<file path="config.mk">
export PLATFORM = sky130hd
export DESIGN_NAME = imem_fetch_ctrl
export DESIGN_NICKNAME = d
export VERILOG_FILES = /design/src/rtl/imem_fetch_ctrl_pkg.sv /design/src/rtl/imem_fetch_ctrl_fifo.sv /design/src/rtl/imem_fetch_ctrl.sv
export SDC_FILE = /design/constraint.sdc
export NUM_CORES = 1
export LEC_CHECK = 0
export CORE_MARGIN = 5
export CORE_UTILIZATION = 40
export CTS_CLUSTER_SIZE = 20
export DETAILED_ROUTE_END_ITERATION = 10
export REMOVE_ABC_BUFFERS = 1
export SETUP_SLACK_MARGIN = 0.4
export SYNTH_ARGS = -nofsm -noshare
export SYNTH_HDL_FRONTEND = slang
export SYNTH_SLANG_ARGS = --single-unit
</file>
<file path="constraint.sdc">
create_clock -name clka -period 4.2 [get_ports clka]
set_clock_uncertainty 0.2 [all_clocks]
set_input_delay 0.42 -clock clka [delete_from_list [all_inputs] [get_ports clka]]
set_output_delay 0.42 -clock clka [all_outputs]
set_load 0.01 [all_outputs]
</file>
<file path="src/rtl/imem_fetch_ctrl_pkg.sv">
// Shared defaults and the prefetch FIFO entry layout for the fetch sequencer.
package imem_fetch_ctrl_pkg;

   localparam logic [31:0] RESET_PC_DEF = 32'h0000_0000;
   localparam int          DEPTH_DEF    = 4;
   localparam int          ROM_AW_DEF   = 6;

   // One buffered instruction: byte PC in the upper half, word in the lower.
   typedef struct packed {
      logic [31:0] pc;
      logic [31:0] inst;
   } fetch_entry_t;

endpackage

</file>
<file path="src/rtl/imem_fetch_ctrl_fifo.sv">
// Prefetch FIFO: DEPTH x 64-bit, flush beats push/pop, head is a register
// so the presented word holds its last value once the FIFO drains.
module fetch_fifo
   import imem_fetch_ctrl_pkg::*;
#(
   parameter int DEPTH = DEPTH_DEF
) (
   input  logic                     clka,
   input  logic                     rst_n,
   input  logic                     push,
   input  logic [63:0]              din,
   input  logic                     pop,
   input  logic                     flush,
   output logic [$clog2(DEPTH):0]   count,
   output logic [63:0]              head
);

   localparam int PW = $clog2(DEPTH);
   localparam int CW = PW + 1;

   logic [63:0]   mem [DEPTH];
   logic [PW-1:0] rd_ptr, wr_ptr, rd_nxt;
   logic          do_push, do_pop;

   assign do_push = push & ~flush;
   assign do_pop  = pop & ~flush & (count != '0);
   assign rd_nxt  = rd_ptr + 1'b1;

   // Storage array, written only on an accepted push.
   always_ff @(posedge clka) begin
      if (do_push) mem[wr_ptr] <= din;
   end

   // Pointers, occupancy and the registered head word.
   always_ff @(posedge clka or negedge rst_n) begin
      if (!rst_n) begin
         rd_ptr <= '0;
         wr_ptr <= '0;
         count  <= '0;
         head   <= '0;
      end else if (flush) begin
         rd_ptr <= '0;
         wr_ptr <= '0;
         count  <= '0;
      end else begin
         if (do_push) wr_ptr <= wr_ptr + 1'b1;
         if (do_pop)  rd_ptr <= rd_nxt;
         count <= count + CW'(do_push) - CW'(do_pop);
         // Next head is either the entry behind the popped one, or the
         // incoming word when it lands in an empty (or emptying) FIFO.
         if (do_pop && count > CW'(1))
            head <= mem[rd_nxt];
         else if (do_push && (count == '0 || (do_pop && count == CW'(1))))
            head <= din;
      end
   end

endmodule

</file>
<file path="src/rtl/imem_fetch_ctrl.sv">
// Instruction-fetch sequencer: issues ROM reads under a credit limit,
// tags each read with its PC, and buffers responses for decode.
module imem_fetch_ctrl
   import imem_fetch_ctrl_pkg::*;
#(
   parameter logic [31:0] RESET_PC = RESET_PC_DEF,
   parameter int          DEPTH    = DEPTH_DEF,
   parameter int          ROM_AW   = ROM_AW_DEF
) (
   input  logic              clka,
   input  logic              rst_n,
   input  logic              fetch_en,
   input  logic              redirect_valid,
   input  logic [31:0]       redirect_pc,
   output logic              rom_en,
   output logic [ROM_AW-1:0] rom_addr,
   input  logic [31:0]       rom_rdata,
   output logic              inst_valid,
   output logic [31:0]       inst,
   output logic [31:0]       inst_pc,
   input  logic              inst_ready
);

   localparam int CW = $clog2(DEPTH) + 1;

   logic [31:0]   pc_q, req_pc_q, redir_base;
   logic          inflight_q, squash, push, pop, issue;
   logic [CW-1:0] count;
   logic [CW:0]   avail;
   logic [63:0]   head_bits;
   fetch_entry_t  push_ent, head_ent;
   logic          unused_pc_lsb;

   assign redir_base    = {redirect_pc[31:2], 2'b00};
   assign unused_pc_lsb = &{1'b0, redirect_pc[1:0]};

   // Credit check: entries held plus the one landing, minus the one leaving,
   // must leave a free slot for a read issued now.
   always_comb begin
      pop      = inst_valid & inst_ready;
      avail    = {1'b0, count} + (CW+1)'(inflight_q) - (CW+1)'(pop);
      issue    = redirect_valid | (fetch_en & (avail < (CW+1)'(DEPTH)));
      // A redirect kills whatever response lands in the same cycle.
      squash   = redirect_valid;
      push     = inflight_q & ~squash;
      rom_addr = redirect_valid ? redirect_pc[ROM_AW+1:2] : pc_q[ROM_AW+1:2];
      push_ent = '{pc: req_pc_q, inst: rom_rdata};
      head_ent = fetch_entry_t'(head_bits);
   end

   // Gate the ROM strobe while reset is held so nothing issues pre-release.
   assign rom_en     = issue & rst_n;
   assign inst_valid = (count != '0);
   assign inst       = head_ent.inst;
   assign inst_pc    = head_ent.pc;

   // Fetch PC, in-flight request PC and the in-flight flag.
   always_ff @(posedge clka or negedge rst_n) begin
      if (!rst_n) begin
         pc_q       <= RESET_PC;
         req_pc_q   <= '0;
         inflight_q <= 1'b0;
      end else begin
         inflight_q <= issue;
         if (redirect_valid) begin
            req_pc_q <= redir_base;
            pc_q     <= redir_base + 32'd4;
         end else if (issue) begin
            req_pc_q <= pc_q;
            pc_q     <= pc_q + 32'd4;
         end
      end
   end

   fetch_fifo #(.DEPTH(DEPTH)) u_fifo (
      .clka  (clka),
      .rst_n (rst_n),
      .push  (push),
      .din   (push_ent),
      .pop   (pop),
      .flush (redirect_valid),
      .count (count),
      .head  (head_bits)
   );

endmodule

</file>
==> metrics.md <==
| Metric | Value |
|---|---|
| Post-Syn Area | 0.0159 mm2 |
| Largest family of logic cells by synthesized area | multiplexers |
| Fillers | 3411 |
| Avg Inst Size Synth | 15.3 um2 |
| Number of synthesized register bits | 378 |
| Post-synthesis cell count | 1041 |
| Share of cells above drive strength 1 | 16.0% |
| Clock slew at reported path FFs | 0.06 ns |
| Core ar. | 0.0395 mm2 |
| Final count of negative-setup-slack endpoints | 0 |
| Chip height | 210 um |
| Total CTS buffers | 41 |
| Critical Path End Type | flip-flop |
| Worst Setup SP | u_fifo.count[1]$_DFF_PN0_ |
| Final hold slack | 0.0888 ns |
| Sequential power share | 45.9% |
| Crit share post-route | 87.9% |
| Yosys warning count | 0 |
| EDFF count, synth | 248 |
| RSZ-0062 raised after global routing | no |
| Crit Path Max Fanout | 6 |
| Total power draw | 12.2 mW |
| Met1 Track Usage GR | 22.6% |
| Via count | 9170 |
| Worst R2R Start | u_fifo.count[1]$_DFF_PN0_ |
| Max H-tree Level | 2 |
| Top cell type's share of synthesized area | 46.8% |
| Met2 GRT Util | 26.2% |
| Gr ovfl total | 0 |
| Synth Area in Compound Gates | 4.63% |
| Ys flop type | edfxtp_1 |
| Drt pass-1 iters | 6 |
| DR WL/cell | 20.0 um |
| Max clock buf depth | 3 |
| Hold crit path type | in -> async |
| Switching Power | 3.56 mW |
| Maxcap violations | 0 |
| Area delta synth->final | 22.4% |
| Clock latency on the worst-skew pair | 0.53 ns |
| Synth area leader | edfxtp_1 |
| Lkg Pwr | 7.11 nW |
| PwrDens | 628 mW/mm2 |
| First-pass GRT wire length | 55.4 mm |
| Synth Area in Adders | 1.07% |
| Maximum clock rate | 271 MHz |
| # nets final | 1284 |
| CTS tree | yes |
| Total global-route track usage | 16.1% |
| Synth Area in Simple Gates | 6.51% |
| Switching power share of the total | 29.1% |
| WP data required | 4.42 ns |
| Via density | 5.21 |
| Non-Filler Instances | 1761 |
| Sequential-to-total area share from yosys stat | 67.2% |
| VDD IR max | 344 uV |
| Slew @ Worst Pin | 1.09 ns |
| Status | complete, no violations |
| Initial Util | 40.3% |
| Iter 0 DRT Violations | 404 |
| Vias in the first global route | 9548 |
| Mux cell area share after synthesis | 15.9% |
| Layer with the highest usage | met2 |
| Xor/xnor share of the synthesized area | 2.75% |
| Die W | 210 um |
| Clock share of power | 28.1% |
| Port buffer count | 136 |
| WP data arrival | 3.91 ns |
| Die area | 0.0439 mm2 |
| Startpoint types | flip-flop |
| Pint | 8.68 mW |
| Antenna Violating Nets Remaining | 0 |
| Clk sinks | 378 |
| Setup TNS | 0 ns |
| Synth top area cells | edfxtp_1 47%, dfrtp_1 20%, mux4_2 8.8% |
| Combinational group share of total power | 26.0% |
| I/O pins | 141 |
| Placed cells | 1668 |
| Cell row count | 73 |
| Met3 global-route usage | 2.68% |
| Max_slew headroom | 27.0% |
| Tmin final | 3.69 ns |
| Fin. Hold Viols | 0 |
| Routability Congestion | 0.788 |
| Drt drc | 0 |
| Clock root cell | clkbuf_16 |
| Initial antenna violation count | 2 |
| Largest net degree at the start of global routing | 89 |
| Post-synthesis cell type count | 50 |
| Slew Limit Fails | 0 |
| Hpwl dp | 20.7 mm |
| Setup Crit Path Kind | reg -> reg |
| Routed Wire Length | 35.2 mm |
| Async S/R FF share, synth | 34.4% |
==> final timing paths <==
path                            cells after the start  slack, ns                            to
worst min-delay path                                2       0.09    u_fifo.head[4]$_DFFE_PN0P_
worst min register to register                      2       0.29          pc_q[16]$_DFFE_PN0P_
worst max-delay path                               23       0.51           pc_q[2]$_DFFE_PN0P_
min in group clka                                   2       0.26          pc_q[21]$_DFFE_PN0P_
max in group asynchronous                           3       2.70  u_fifo.rd_ptr[1]$_DFFE_PN0P_
worst max register to register                     23       0.51           pc_q[2]$_DFFE_PN0P_
==> area by class of cell <==
type                       count  area (um2)  area share, %
multi-input combinational    591        5010           25.7
clock buffer                  61        1190           6.12
tap                          525         657           3.37
inverter                      14        52.6          0.270
antenna                        1        2.50         0.0128
timing repair buffer         176        1770           9.06
clock inverter                15         103          0.526
sequential                   378       10700           54.9
==> critical path, stage by stage (launching register included) <==
cell,delay [ns]
dfrtp_1,0.39
nor2_2,0.13
nand2_1,0.07
and2_4,0.15
ha_4,0.15
inv_2,0.06
ha_4,0.19
and3b_2,0.23
or2_4,0.27
a311o_1,0.31
nor2_2,0.17
buf_4,0.13
buf_4,0.09
buf_4,0.09
buf_4,0.09
buf_4,0.09
buf_4,0.09
buf_4,0.09
buf_4,0.09
buf_4,0.09
buf_6,0.11
buf_12,0.12
nor2_2,0.04
a21o_1,0.14
==> metrics by stage <==
stage | util [%] | area, um2 | setup slack, ns
2_1_floorplan | - | 15700 | -3.28
3_3_place_gp | 45.5 | 18000 | 0.241
3_5_place_dp | 45.5 | 18000 | 0.210
4_1_cts | 49.0 | 19400 | 0.382
5_1_grt | 49.3 | 19500 | 0.365
6_report | 49.3 | 19500 | 0.508
==> logic make-up (layout without fill, tap and decap cells) <==
logic type,after synthesis,after routing
buffers and inverters,73,266
adder cells (fa/ha/maj),13,13
multiplexers,174,174
AND/OR/NAND/NOR,220,220
XOR/XNOR,50,50
flip-flops,378,378
AO/OA/AOI/OAI,132,132
other,1,3
==> flip-flops by register name, indices dropped and copies added, names as in the netlist <==
name           cells
u_fifo.mem       248
u_fifo.head       62
pc_q              30
req_pc_q          30
u_fifo.count       3
u_fifo.rd_ptr      2
u_fifo.wr_ptr      2
inflight_q         1
==> synthesized netlist by cell type (all sizes together) (2+ instances only) <==
cell type and n:
a211oi 3, a21oi 17, a22oi 5, a31oi 6
and2 8, and3b 2, buf 28, clkbuf 31
dfrtp 130, edfxtp 248, ha 12, inv 14
mux2 8, mux2i 104, mux4 62, nand2 106
nand2b 3, nand3 17, nand3b 6, nand4 10
nand4b 7, nor2 39, nor2b 2, nor3 12
nor4 3, o21ai 93, xnor2 32, xor2 18
==> cell usage in the layout, fill, tap and decap left out, types with 31 or more instances in the layout <==
cell and count:
edfxtp_1 248, clkbuf_16 44, mux2i_1 104, xnor2_1 32, dfrtp_1 128, nor2_1 35
buf_4 31, mux4_2 62, o21ai_0 92, clkdlybuf4s50_1 133, nand2_1 106
==> metal layers <==
metal	up-vias	wire length (um)
li1	4246	-
met1	4671	16100
met2	192	16900
met3	59	1510
met4	2	756
met5	-	13
==> what timing repair did <==
action	CTS	global route
pin swaps	2	9
setup buffers	12	2
endpoints found under the hold margin	84	0
gates resized for setup	7	18
cloned	0	1
endpoints found under the setup margin	1	9
hold buffers	1	0
==> power by group through the flow <==
| stage | clock (mW) | combinational [mW] | sequential [mW] |
|---|---|---|---|
| 5_1_grt | 3.70 | 3.48 | 5.75 |
| 3_5_place_dp | 0 | 3.12 | 5.72 |
| 4_1_cts | 3.56 | 3.19 | 5.65 |
| 3_3_place_gp | 0 | 3.07 | 5.68 |
| 2_1_floorplan | 0 | 1.69 | 5.67 |
| 6_report | 3.45 | 3.18 | 5.62 |
No activity file was read; power rests on OpenSTA's default activity.
